[config.mk]
export PLATFORM = sky130hd
export DESIGN_NAME = mse_window_accum
export DESIGN_NICKNAME = d
export VERILOG_FILES = /design/src/rtl/mse_window_accum.sv
export SDC_FILE = /design/constraint.sdc
export NUM_CORES = 1
export LEC_CHECK = 0
export CELL_PAD_IN_SITES_DETAIL_PLACEMENT = 0
export CELL_PAD_IN_SITES_GLOBAL_PLACEMENT = 1
export CORE_MARGIN = 8
export CORE_UTILIZATION = 43
export DETAILED_ROUTE_END_ITERATION = 12
export PLACE_DENSITY_LB_ADDON = 0.1
export SLEW_MARGIN = 20
export SYNTH_ARGS = -nofsm -noshare
export SYNTH_HDL_FRONTEND = slang
export SYNTH_SLANG_ARGS = --single-unit
export TNS_END_PERCENT = 100
[constraint.sdc]
create_clock -name clk -period 5.7 [get_ports clk]
set_input_delay 0.57 -clock clk [delete_from_list [all_inputs] [get_ports clk]]
set_output_delay 0.57 -clock clk [all_outputs]
set_load 0.02 [all_outputs]
[src/rtl/mse_window_accum.sv]
// Scores an approximate FIR against the exact FIR over 2^LOG2N valid samples: SSE, MSE, max |err|, mismatch count.
// Three-stage pipeline; results and done are registered 3 edges after the last sample is accepted. There is no backpressure.
module mse_window_accum #(
  parameter int W     = 16,
  parameter int LOG2N = 10,
  localparam int ACC_W = 2*(W+1)+LOG2N
) (
  input  logic                  clk,
  input  logic                  rstN,
  input  logic                  start,
  input  logic                  in_valid,
  input  logic signed [W-1:0]   y_ref,
  input  logic signed [W-1:0]   y_apx,
  output logic                  busy,
  output logic                  done,
  output logic [ACC_W-1:0]      sse,
  output logic [2*(W+1)-1:0]    mse,
  output logic [W:0]            max_abs_err,
  output logic [LOG2N:0]        err_count
);

  localparam int SW  = W + 1;
  localparam int SQW = 2 * SW;

  typedef enum logic [1:0] {IDLE, ACCUM, DRAIN, DONE} state_t;

  state_t             state_q;
  logic [LOG2N-1:0]   smp_cnt_q;
  logic               s1_vld_q, s2_vld_q, s2_nz_q;
  logic [SW-1:0]      s1_a_q, s2_a_q;
  logic [SQW-1:0]     s2_sq_q;
  logic [ACC_W-1:0]   acc_q, sse_q;
  logic [SW-1:0]      maxr_q, max_q;
  logic [LOG2N:0]     cnt_q, errc_q;
  logic               busy_q, done_q;

  logic [SW-1:0]      diff_d, abs_d;
  logic [SQW-1:0]     sq_d;
  logic               accept, restart;

  // One extra bit of width makes the difference exact, so |d| never overflows.
  assign diff_d  = {y_ref[W-1], y_ref} - {y_apx[W-1], y_apx};
  assign abs_d   = diff_d[SW-1] ? (~diff_d + 1'b1) : diff_d;
  assign sq_d    = SQW'(s1_a_q) * SQW'(s1_a_q);
  assign accept  = (state_q == ACCUM) && in_valid;
  assign restart = start && ((state_q == IDLE) || (state_q == DONE));

  always_ff @(posedge clk or negedge rstN) begin
    if (!rstN) begin
      state_q   <= IDLE;
      smp_cnt_q <= '0;
      s1_vld_q  <= 1'b0;
      s1_a_q    <= '0;
      s2_vld_q  <= 1'b0;
      s2_a_q    <= '0;
      s2_sq_q   <= '0;
      s2_nz_q   <= 1'b0;
      acc_q     <= '0;
      maxr_q    <= '0;
      cnt_q     <= '0;
      sse_q     <= '0;
      max_q     <= '0;
      errc_q    <= '0;
      busy_q    <= 1'b0;
      done_q    <= 1'b0;
    end else begin
      s1_vld_q <= accept;
      if (accept) s1_a_q <= abs_d;

      s2_vld_q <= s1_vld_q;
      if (s1_vld_q) begin
        s2_a_q  <= s1_a_q;
        s2_sq_q <= sq_d;
        s2_nz_q <= |s1_a_q;
      end

      if (s2_vld_q) begin
        acc_q  <= acc_q + ACC_W'(s2_sq_q);
        maxr_q <= (s2_a_q > maxr_q) ? s2_a_q : maxr_q;
        cnt_q  <= cnt_q + (LOG2N+1)'(s2_nz_q);
      end

      case (state_q)
        IDLE, DONE: begin
          done_q <= 1'b0;
          if (restart) begin
            state_q   <= ACCUM;
            busy_q    <= 1'b1;
            smp_cnt_q <= '0;
            acc_q     <= '0;
            maxr_q    <= '0;
            cnt_q     <= '0;
            s1_vld_q  <= 1'b0;
            s2_vld_q  <= 1'b0;
          end else begin
            state_q <= IDLE;
            busy_q  <= 1'b0;
          end
        end
        ACCUM: begin
          if (accept) begin
            smp_cnt_q <= smp_cnt_q + 1'b1;
            if (smp_cnt_q == '1) state_q <= DRAIN;
          end
        end
        DRAIN: begin
          // Both pipeline stages empty means the last sample has reached the accumulators.
          if (!s1_vld_q && !s2_vld_q) begin
            state_q <= DONE;
            busy_q  <= 1'b0;
            done_q  <= 1'b1;
            sse_q   <= acc_q;
            max_q   <= maxr_q;
            errc_q  <= cnt_q;
          end
        end
        default: state_q <= IDLE;
      endcase
    end
  end

  assign busy        = busy_q;
  assign done        = done_q;
  assign sse         = sse_q;
  assign mse         = sse_q[ACC_W-1:LOG2N];
  assign max_abs_err = max_q;
  assign err_count   = errc_q;

endmodule

==> results_dict.tcl, run 1 <==
set metrics [dict create \
    worstPathRequired_ns 6.20 \
    grt_first_pass_wirelength_um 82000 \
    finalHoldViolCount 0 \
    synth_edf_count 0 \
    status "finished with violations" \
    hp-class "primary input to asynchronous set/reset pin" \
    postRouteAntennaNets 0 \
    final_core_util_pct 53.4 \
    violations "setup timing" \
    critPathSlowestCell "fa_1" \
    async_reset_ff_share_pct 100 \
    crit_top_cell "fa_1" \
    fmax_ghz 0.172 \
    cp_top_family "adder cells" \
    vias_per_cell 5.03 \
    core_area_sq_mm 0.0478 \
    antennaDiodeCount 0 \
    slew_violations 0 \
    track_usage_pct 17.3 \
    mostFrequentLayoutCells "320 x inv_1, 216 x dfrtp_1, 174 x fa_1" \
    grt_max_degree 126 \
    die_w_um 236 \
    clk_path_buf_depth 3 \
    syn_area_per_cell_sq_um 9.55 \
    clock_skew_ns 0.0284 \
    drive_above_1_share_pct 19.5 \
    portBuffers 143 \
    cpPeakStageDelay_ns 0.51 \
    htree_num_levels 1 \
    start_util_pct 43.6 \
    yosysSeqAreaShare_pct 27.2 \
    cts_tree "yes" \
    syn_nets 2594 \
    synth_warnings 0 \
    synth_xor_xnor_area_share_pct 4.36 \
    worstMarginPinSlew_ns 0.982 \
    cp_max_fo 7 \
    grt_overflow 0 \
    drt_pass1_iterations 5 \
    dp_hpwl_um 38700 \
    clock_sinks 227 \
    syn_inst 2187 \
    place_congestion 0.838 \
    layout_commonest_cell "inv_1" \
    syn-cell-area_sq_mm 0.0209 \
    path_clk_slew_ns 0.06 \
    synth_top_family_by_area "adder cells" \
    wire_per_inst_um 16.0 \
    cp_num_buf_inv 5 \
    setup_slack_ns -0.113 \
    nFillCells 4375 \
    synthAdderAreaFrac_pct 29.1 \
    period_share_pct 102 \
    path_class "flop to flop" \
    rsz0062_at_grt "yes" \
    rows 80 \
    startpoint "s1_a_q[3]" \
    synthFlopType "dfrtp_1" \
    drc 0 \
    synthMuxAreaShare_pct 7.11 \
    cts_hold_repair.buffers 0 \
    antenna_found_initial 0 \
    synth-seq-cells 227 \
    post-route-min-period_ns 5.81 \
    path_cells "buf_6 > and2_4 > fa_1 > inv_1 > fa_1 > fa_1 > inv_1 > fa_1 > fa_1 > inv_2 > fa_1 > inv_2 > ha_4 > and3_4 > a221o_1 > a31oi_4 > o31a_1 > o211ai_1 > a21oi_1 > mux2_1 > nand3_2" \
    relSlewSlack_pct 34.6 \
    vias 15400 \
    start_kind "flop" \
    dieArea_sq_mm 0.0559 \
    first_global_vias 15900 \
    max_cap_violations 0 \
    r2r-start "s1_a_q[3]" \
    area_growth_pct 22.3 \
    die_h_um 236 \
    drt-initial-drc-count 699 \
    netlist-cell-type-count 69 \
    io_pins 144 \
    cts_made_buffers 28 \
    cts_root_buffer "clkbuf_16" \
    end_kind "flop" \
    synth_compound_area_share_pct 11.6 \
    routed_wirelength_um 49100 \
    crit_arrival_ns 6.32 \
    setup_violations 7 \
    clkLatencyLatePin_ns 0.57 \
    yosys.area_share.simple_pct 11.6 \
    final_nets 2830 \
]
## state kept, by name, indices dropped and copies added, names as in the netlist
name         cells
s2_nz_q          1
max_abs_err     17
s2_sq_q         32
busy             1
s2_vld_q         1
err_count       11
s1_vld_q         1
state_q          2
smp_cnt_q       10
acc_q           44
cnt_q           11
s2_a_q          17
s1_a_q          17
done             1
sse             44
maxr_q          17
## cell usage after synthesis, types with 29 or more instances
master	count	area, sq um
a21o_1	45	338
ha_1	179	2240
xor2_1	42	368
mux2_2	113	1270
fa_1	192	3840
dfrtp_1	227	5680
o21ai_0	66	330
and2_1	70	438
buf_4	35	263
a21oi_1	121	606
inv_1	336	1260
clkbuf_1	82	308
nand3_1	52	260
xnor2_1	60	526
nor2_1	110	413
o21ai_1	29	145
nand2_1	170	638
## stage by stage
stage	instances	setup TNS (ns)	hold slack [ns]	cell area [sq um]	setup WS, ns
after floorplan	2187	-0.123	0.274	21100	-0.100
after global placement	2971	-1.96	0.486	23700	-0.250
after detailed placement	2971	-2.89	0.492	23700	-0.311
after CTS	3038	-0.210	0.0468	25100	-0.0949
after global routing	3060	-2.54	0.0667	25500	-0.331
final	3060	-0.329	0.00685	25500	-0.113
## cells by family after synthesis
kind of cell / count (synthesis)
AO/OA/AOI/OAI: 385
flip-flops: 227
adder cells (fa/ha/maj): 371
multiplexers: 134
buffers and inverters: 462
AND/OR/NAND/NOR: 505
XOR/XNOR: 103
## per-layer routing
metal  routed length [um]  global-route usage, %  share of wire (%)
met3                 1950                   2.66                4.0
met2                22500                   28.9                 46
met5                    0                      0                  0
met4                 1080                   3.76                2.2
met1                23600                   23.7                 48
## cell type report
type / count / area, sq um / share of cell area, %
clock buffer: 37 / 795 / 3.11
clock inverter: 15 / 236 / 0.926
inverter: 336 / 1260 / 4.94
multi-input combinational: 1498 / 13800 / 54.0
sequential: 227 / 5690 / 22.3
tap: 615 / 769 / 3.01
timing repair buffer: 332 / 3000 / 11.7
## path summary, 6_finish.rpt
check                           cells after the start  slack [ns]        endpoint
worst max-delay path                               21       -0.11     s2_sq_q[28]
worst min register to register                      2        0.51     s2_sq_q[17]
worst min-delay path                                1       0.007          sse[9]
min in group clk                                    2        0.51     s2_sq_q[17]
max in group asynchronous                           2        4.47  max_abs_err[8]
worst max register to register                     21       -0.11     s2_sq_q[28]
## timing repair
| action | in CTS | in global routing |
|---|---|---|
| pin swaps | 42 | 55 |
| setup buffers | 15 | 23 |
| endpoints found under the setup margin | 15 | 18 |
| hold endpoints to repair | 0 | 0 |
| gates resized for setup | 61 | 67 |
Power of run 1 is not shown: default switching activity piles up to over one toggle a cycle in this logic, so the estimate is an artifact.
==> run 2: changes to the inputs <==
Settings changed: PLACE_DENSITY set to 0.79, PLACE_DENSITY_LB_ADDON 0.1 to not set.
==> run 2 against run 1 <==
Flip-flop and latch count stayed put. The flow still finishes with violations (setup timing). Non-clock buffer count is 21 higher. Clock-buffer cell count stayed put. Critical path type unchanged. Final cell count is 0.49% higher.
==> results_dict.tcl, run 2 (synthesis gave the netlist of run 1 again) <==
set metrics [dict create \
    cp_max_fo 9 \
    drc 0 \
    start_util_pct 43.6 \
    worstPathRequired_ns 6.13 \
    end_kind "flop" \
    rsz0062_at_grt "yes" \
    routed_wirelength_um 49400 \
    path_class "flop to flop" \
    antenna_found_initial 0 \
    postRouteAntennaNets 0 \
    fmax_ghz 0.170 \
    dieArea_sq_mm 0.0559 \
    drive_above_1_share_pct 21.1 \
    place_area_sq_mm 0.0238 \
    cp_top_family "adder cells" \
    crit_top_cell "fa_1" \
    vias_per_cell 5.07 \
    core_area_sq_mm 0.0478 \
    cts_tree "yes" \
    setup_violations 11 \
    period_share_pct 103 \
    track_usage_pct 17.4 \
    mostFrequentLayoutCells "315 x inv_1, 211 x dfrtp_1, 183 x buf_4" \
    layout_commonest_cell "inv_1" \
    die_w_um 236 \
    grt_overflow 0 \
    htree_num_levels 1 \
    final_cell_area_sq_mm 0.0257 \
    drt_pass1_iterations 4 \
    clk_path_buf_depth 3 \
    r2r_cells 21 \
    drt-initial-drc-count 645 \
    violations "setup timing" \
    clkLatencyLatePin_ns 0.56 \
    critPathSlowestCell "fa_1" \
    vias 15600 \
    relSlewSlack_pct 35.4 \
    wire_per_inst_um 16.1 \
    crit_arrival_ns 6.31 \
    place_congestion 0.901 \
    grt_first_pass_wirelength_um 82700 \
    grt_max_degree 126 \
    antennaDiodeCount 0 \
    rows 80 \
    start_kind "flop" \
    cts_root_buffer "clkbuf_16" \
    die_h_um 236 \
    finalHoldViolCount 0 \
    setup_slack_ns -0.181 \
    io_pins 144 \
    cts_made_buffers 27 \
    hp-class "primary input to asynchronous set/reset pin" \
    cpPeakStageDelay_ns 0.55 \
    final_nets 2850 \
    cp_num_buf_inv 5 \
    r2r-start "s1_a_q[9]" \
    reg2reg_slack_ns -0.18 \
    slew_violations 0 \
    r2r-end "s2_sq_q[26]" \
    worstMarginPinSlew_ns 0.968 \
    clock_skew_ns 0.0118 \
    path_cells "buf_12 > buf_6 > nand2_1 > fa_1 > inv_1 > fa_1 > fa_1 > fa_1 > fa_1 > inv_1 > fa_1 > inv_1 > ha_2 > nor3_1 > o21ai_0 > a21oi_1 > o31a_1 > o21ai_1 > a211oi_2 > a21oi_1 > mux2_4" \
    path_clk_slew_ns 0.06 \
    dp_hpwl_um 38500 \
    stdcell_count 3075 \
    post-route-min-period_ns 5.88 \
    area_growth_pct 23.0 \
    clock_sinks 227 \
    portBuffers 143 \
    max_cap_violations 0 \
    status "finished with violations" \
    first_global_vias 16600 \
    dp_cells 2970 \
]
## run 2: cell count changes in the layout (fill, tap and decap cells not counted), moves of 5 or more
cell,delta
and2_1,-5
dfrtp_1,-5
dfrtp_2,+5
ha_4,+5
inv_2,+5
inv_1,-5
ha_1,-8
and2_4,+6
buf_4,+15
## run 2: how the worst max path moves through the flow
stage | from | end | slack (ns) | depth (start not counted)
floorplan | s1_a_q[4] | s2_sq_q[20] | -0.10 | 23
global placement | s1_a_q[14] | s2_sq_q[28] | -0.29 | 20
detailed placement | s1_a_q[14] | s2_sq_q[29] | -0.34 | 19
CTS | s1_a_q[4] | s2_sq_q[20] | -0.07 | 22
global route | s1_a_q[3] | s2_sq_q[26] | -0.37 | 22
finish | s1_a_q[9] | s2_sq_q[26] | -0.18 | 21
## run 2: layout make-up
class	count	area, sq um
Multi-Input combinational cell	1498	13900
Inverter	336	1260
Clock inverter	9	98.8
Sequential cell	227	5700
Timing Repair Buffer	353	3170
Fill cell	4209	22200
Tap cell	615	769
Clock buffer	37	753
## run 2: metal layers
| layer | wire [um] | track usage (%) | share of wire (%) | vias up |
|---|---|---|---|---|
| li1 | - | - | - | 7676 |
| met1 | 22900 | 23.1 | 46 | 7648 |
| met2 | 24000 | 30.4 | 49 | 217 |
| met3 | 1570 | 2.06 | 3.2 | 51 |
| met4 | 867 | 3.52 | 1.8 | 0 |
| met5 | 0 | 0 | 0 | - |
## run 2: worst reg2reg max path, cell delays in order (launching register included)
cell      delay, ns
dfrtp_1        0.41
buf_12         0.15
buf_6          0.15
nand2_1        0.09
fa_1           0.51
inv_1          0.07
fa_1           0.53
fa_1           0.45
fa_1           0.51
fa_1           0.55
inv_1          0.05
fa_1           0.53
inv_1          0.05
ha_2           0.20
nor3_1         0.24
o21ai_0        0.15
a21oi_1        0.16
o31a_1         0.27
o21ai_1        0.14
a211oi_2       0.24
a21oi_1        0.06
mux2_4         0.25
## run 2: timing repair
item / 4_1_cts / 5_1_grt
setup buffers: 38 / 21
hold buffers: 0 / 0
gates resized for setup: 81 / 77
hold endpoints to repair: 0 / 0
pin swaps: 68 / 65
endpoints found under the setup margin: 14 / 17
## run 2: metrics by stage
stage | utilization, % | setup TNS, ns | hold WS [ns] | setup slack (ns)
2_1_floorplan | - | -0.123 | 0.274 | -0.100
3_3_place_gp | 49.6 | -2.30 | 0.480 | -0.292
3_5_place_dp | 49.6 | -2.88 | 0.494 | -0.337
4_1_cts | 52.7 | -0.145 | 0.0623 | -0.0667
5_1_grt | 53.7 | -3.64 | 0.114 | -0.367
6_report | 53.7 | -0.958 | 0.0449 | -0.181
Power of run 2 is left out for the same reason.
==> run 3: changes to the inputs <==
Settings changed: CORE_ASPECT_RATIO set to 0.6, SKIP_LAST_GASP set to 1.
==> run 3 against run 2 <==
The flow still finishes with violations (setup timing). Clock skew increased by 0.026 ns. Final cell count fell by 0.26%. Core utilization decreased by 1.1 points. Largest cell class unchanged.
==> results_dict.tcl, run 3 (synthesis gave the netlist of run 1 again) <==
set metrics [dict create \
    grt_first_pass_wirelength_um 85400 \
    cts_made_buffers 24 \
    setup_slack_ns -0.131 \
    drt_pass1_iterations 5 \
    die_h_um 187 \
    final_nets 2816 \
    rows 62 \
    io_pins 144 \
    worstPathRequired_ns 6.12 \
    postRouteAntennaNets 0 \
    layout_commonest_cell "inv_1" \
    place_congestion 0.899 \
    cts_tree "yes" \
    fmax_ghz 0.171 \
    routed_wirelength_um 50300 \
    clkLatencyLatePin_ns 0.57 \
    setup_violations 10 \
    violations "setup timing" \
    dieArea_sq_mm 0.0561 \
    final_core_util_pct 52.6 \
    path_clk_slew_ns 0.06 \
    relSlewSlack_pct 33.5 \
    crit_arrival_ns 6.25 \
    max_cap_violations 0 \
    antennaDiodeCount 0 \
    vias 15900 \
    path_class "flop to flop" \
    rsz0062_at_grt "yes" \
    clock_skew_ns 0.0381 \
    portBuffers 143 \
    vias_per_cell 5.19 \
    grt_max_degree 130 \
    track_usage_pct 18.0 \
    slew_violations 0 \
    clock_sinks 227 \
    dp_hpwl_um 39300 \
    start_kind "flop" \
    grt_overflow 0 \
    end_kind "flop" \
    die_w_um 300 \
    area_growth_pct 20.6 \
    cp_max_fo 15 \
    post-route-min-period_ns 5.83 \
    start_util_pct 43.6 \
    cts_root_buffer "clkbuf_16" \
    wire_per_inst_um 16.4 \
    mostFrequentLayoutCells "325 x inv_1, 211 x dfrtp_1, 181 x fa_1" \
    hp-class "primary input to asynchronous set/reset pin" \
    worstMarginPinSlew_ns 0.997 \
    status "finished with violations" \
    period_share_pct 102 \
    first_global_vias 16900 \
    finalHoldViolCount 0 \
    htree_num_levels 1 \
    antenna_found_initial 0 \
    drc 0 \
    drive_above_1_share_pct 18.4 \
    clk_path_buf_depth 3 \
    core_area_sq_mm 0.0479 \
    drt-initial-drc-count 965 \
]
run 3: path summary, 6_finish.rpt:
check | start | endpoint | slack [ns] | depth (start not counted)
max | s1_a_q[7] | s2_sq_q[20] | -0.13 | 20
min | rstN | sse[5] | 0.009 | 1
max reg2reg | s1_a_q[7] | s2_sq_q[20] | -0.13 | 20
min reg2reg | s2_sq_q[23] | s2_sq_q[23] | 0.50 | 2
max in group asynchronous | rstN | s1_a_q[3] | 4.36 | 2
min in group clk | s2_sq_q[23] | s2_sq_q[23] | 0.50 | 2
run 3: critical path: stages (launching register included):
cell and delay (ns):
dfrtp_1 0.41, buf_12 0.17, and2_1 0.17, buf_4 0.14, fa_1 0.47, fa_2 0.48
ha_2 0.19, fa_1 0.52, fa_1 0.55, inv_1 0.05, fa_1 0.53, inv_1 0.06
ha_4 0.25, and3_4 0.18, a221o_1 0.36, a31oi_4 0.24, o21ai_2 0.11, a2111oi_2 0.32
nor3_1 0.09, xor2_1 0.15, mux2_4 0.26
run 3: per-stage QoR:
stage          hold WS [ns]  std cells  instance area [sq um]  setup TNS [ns]  worst slack [ns]
2_1_floorplan         0.274       2187                  21100          -0.123            -0.100
3_3_place_gp          0.488       2995                  23800           -2.21            -0.256
3_5_place_dp          0.486       2995                  23800           -2.32            -0.310
4_1_cts              0.0634       3049                  24800          -0.698            -0.152
5_1_grt              0.0867       3067                  25200           -3.73            -0.372
6_report            0.00931       3067                  25200          -0.715            -0.131
run 3: repair_timing:
item / in CTS / in global routing
setup buffers: 10 / 19
hold endpoints to repair: 0 / 0
cloned: 0 / 0
gates resized for setup: 55 / 53
hold buffers: 0 / 0
endpoints found under the setup margin: 13 / 19
pin swaps: 33 / 19
run 3: final cells by class:
type / count / area, sq um
Inverter: 336 / 1260
Tap cell: 640 / 801
Fill cell: 4293 / 22700
Clock buffer: 33 / 684
Timing Repair Buffer: 322 / 2900
Sequential cell: 227 / 5700
Multi-Input combinational cell: 1498 / 13700
Clock inverter: 11 / 144
run 3: layer usage:
metal,global-route usage [%],wire length [um],vias to the layer above
met5,0,0,-
met4,3.80,922,0
met3,3.36,2300,62
met2,29.1,22800,286
met1,25.1,24300,7942
li1,-,-,7614
Power of run 3 is left out for the same reason.
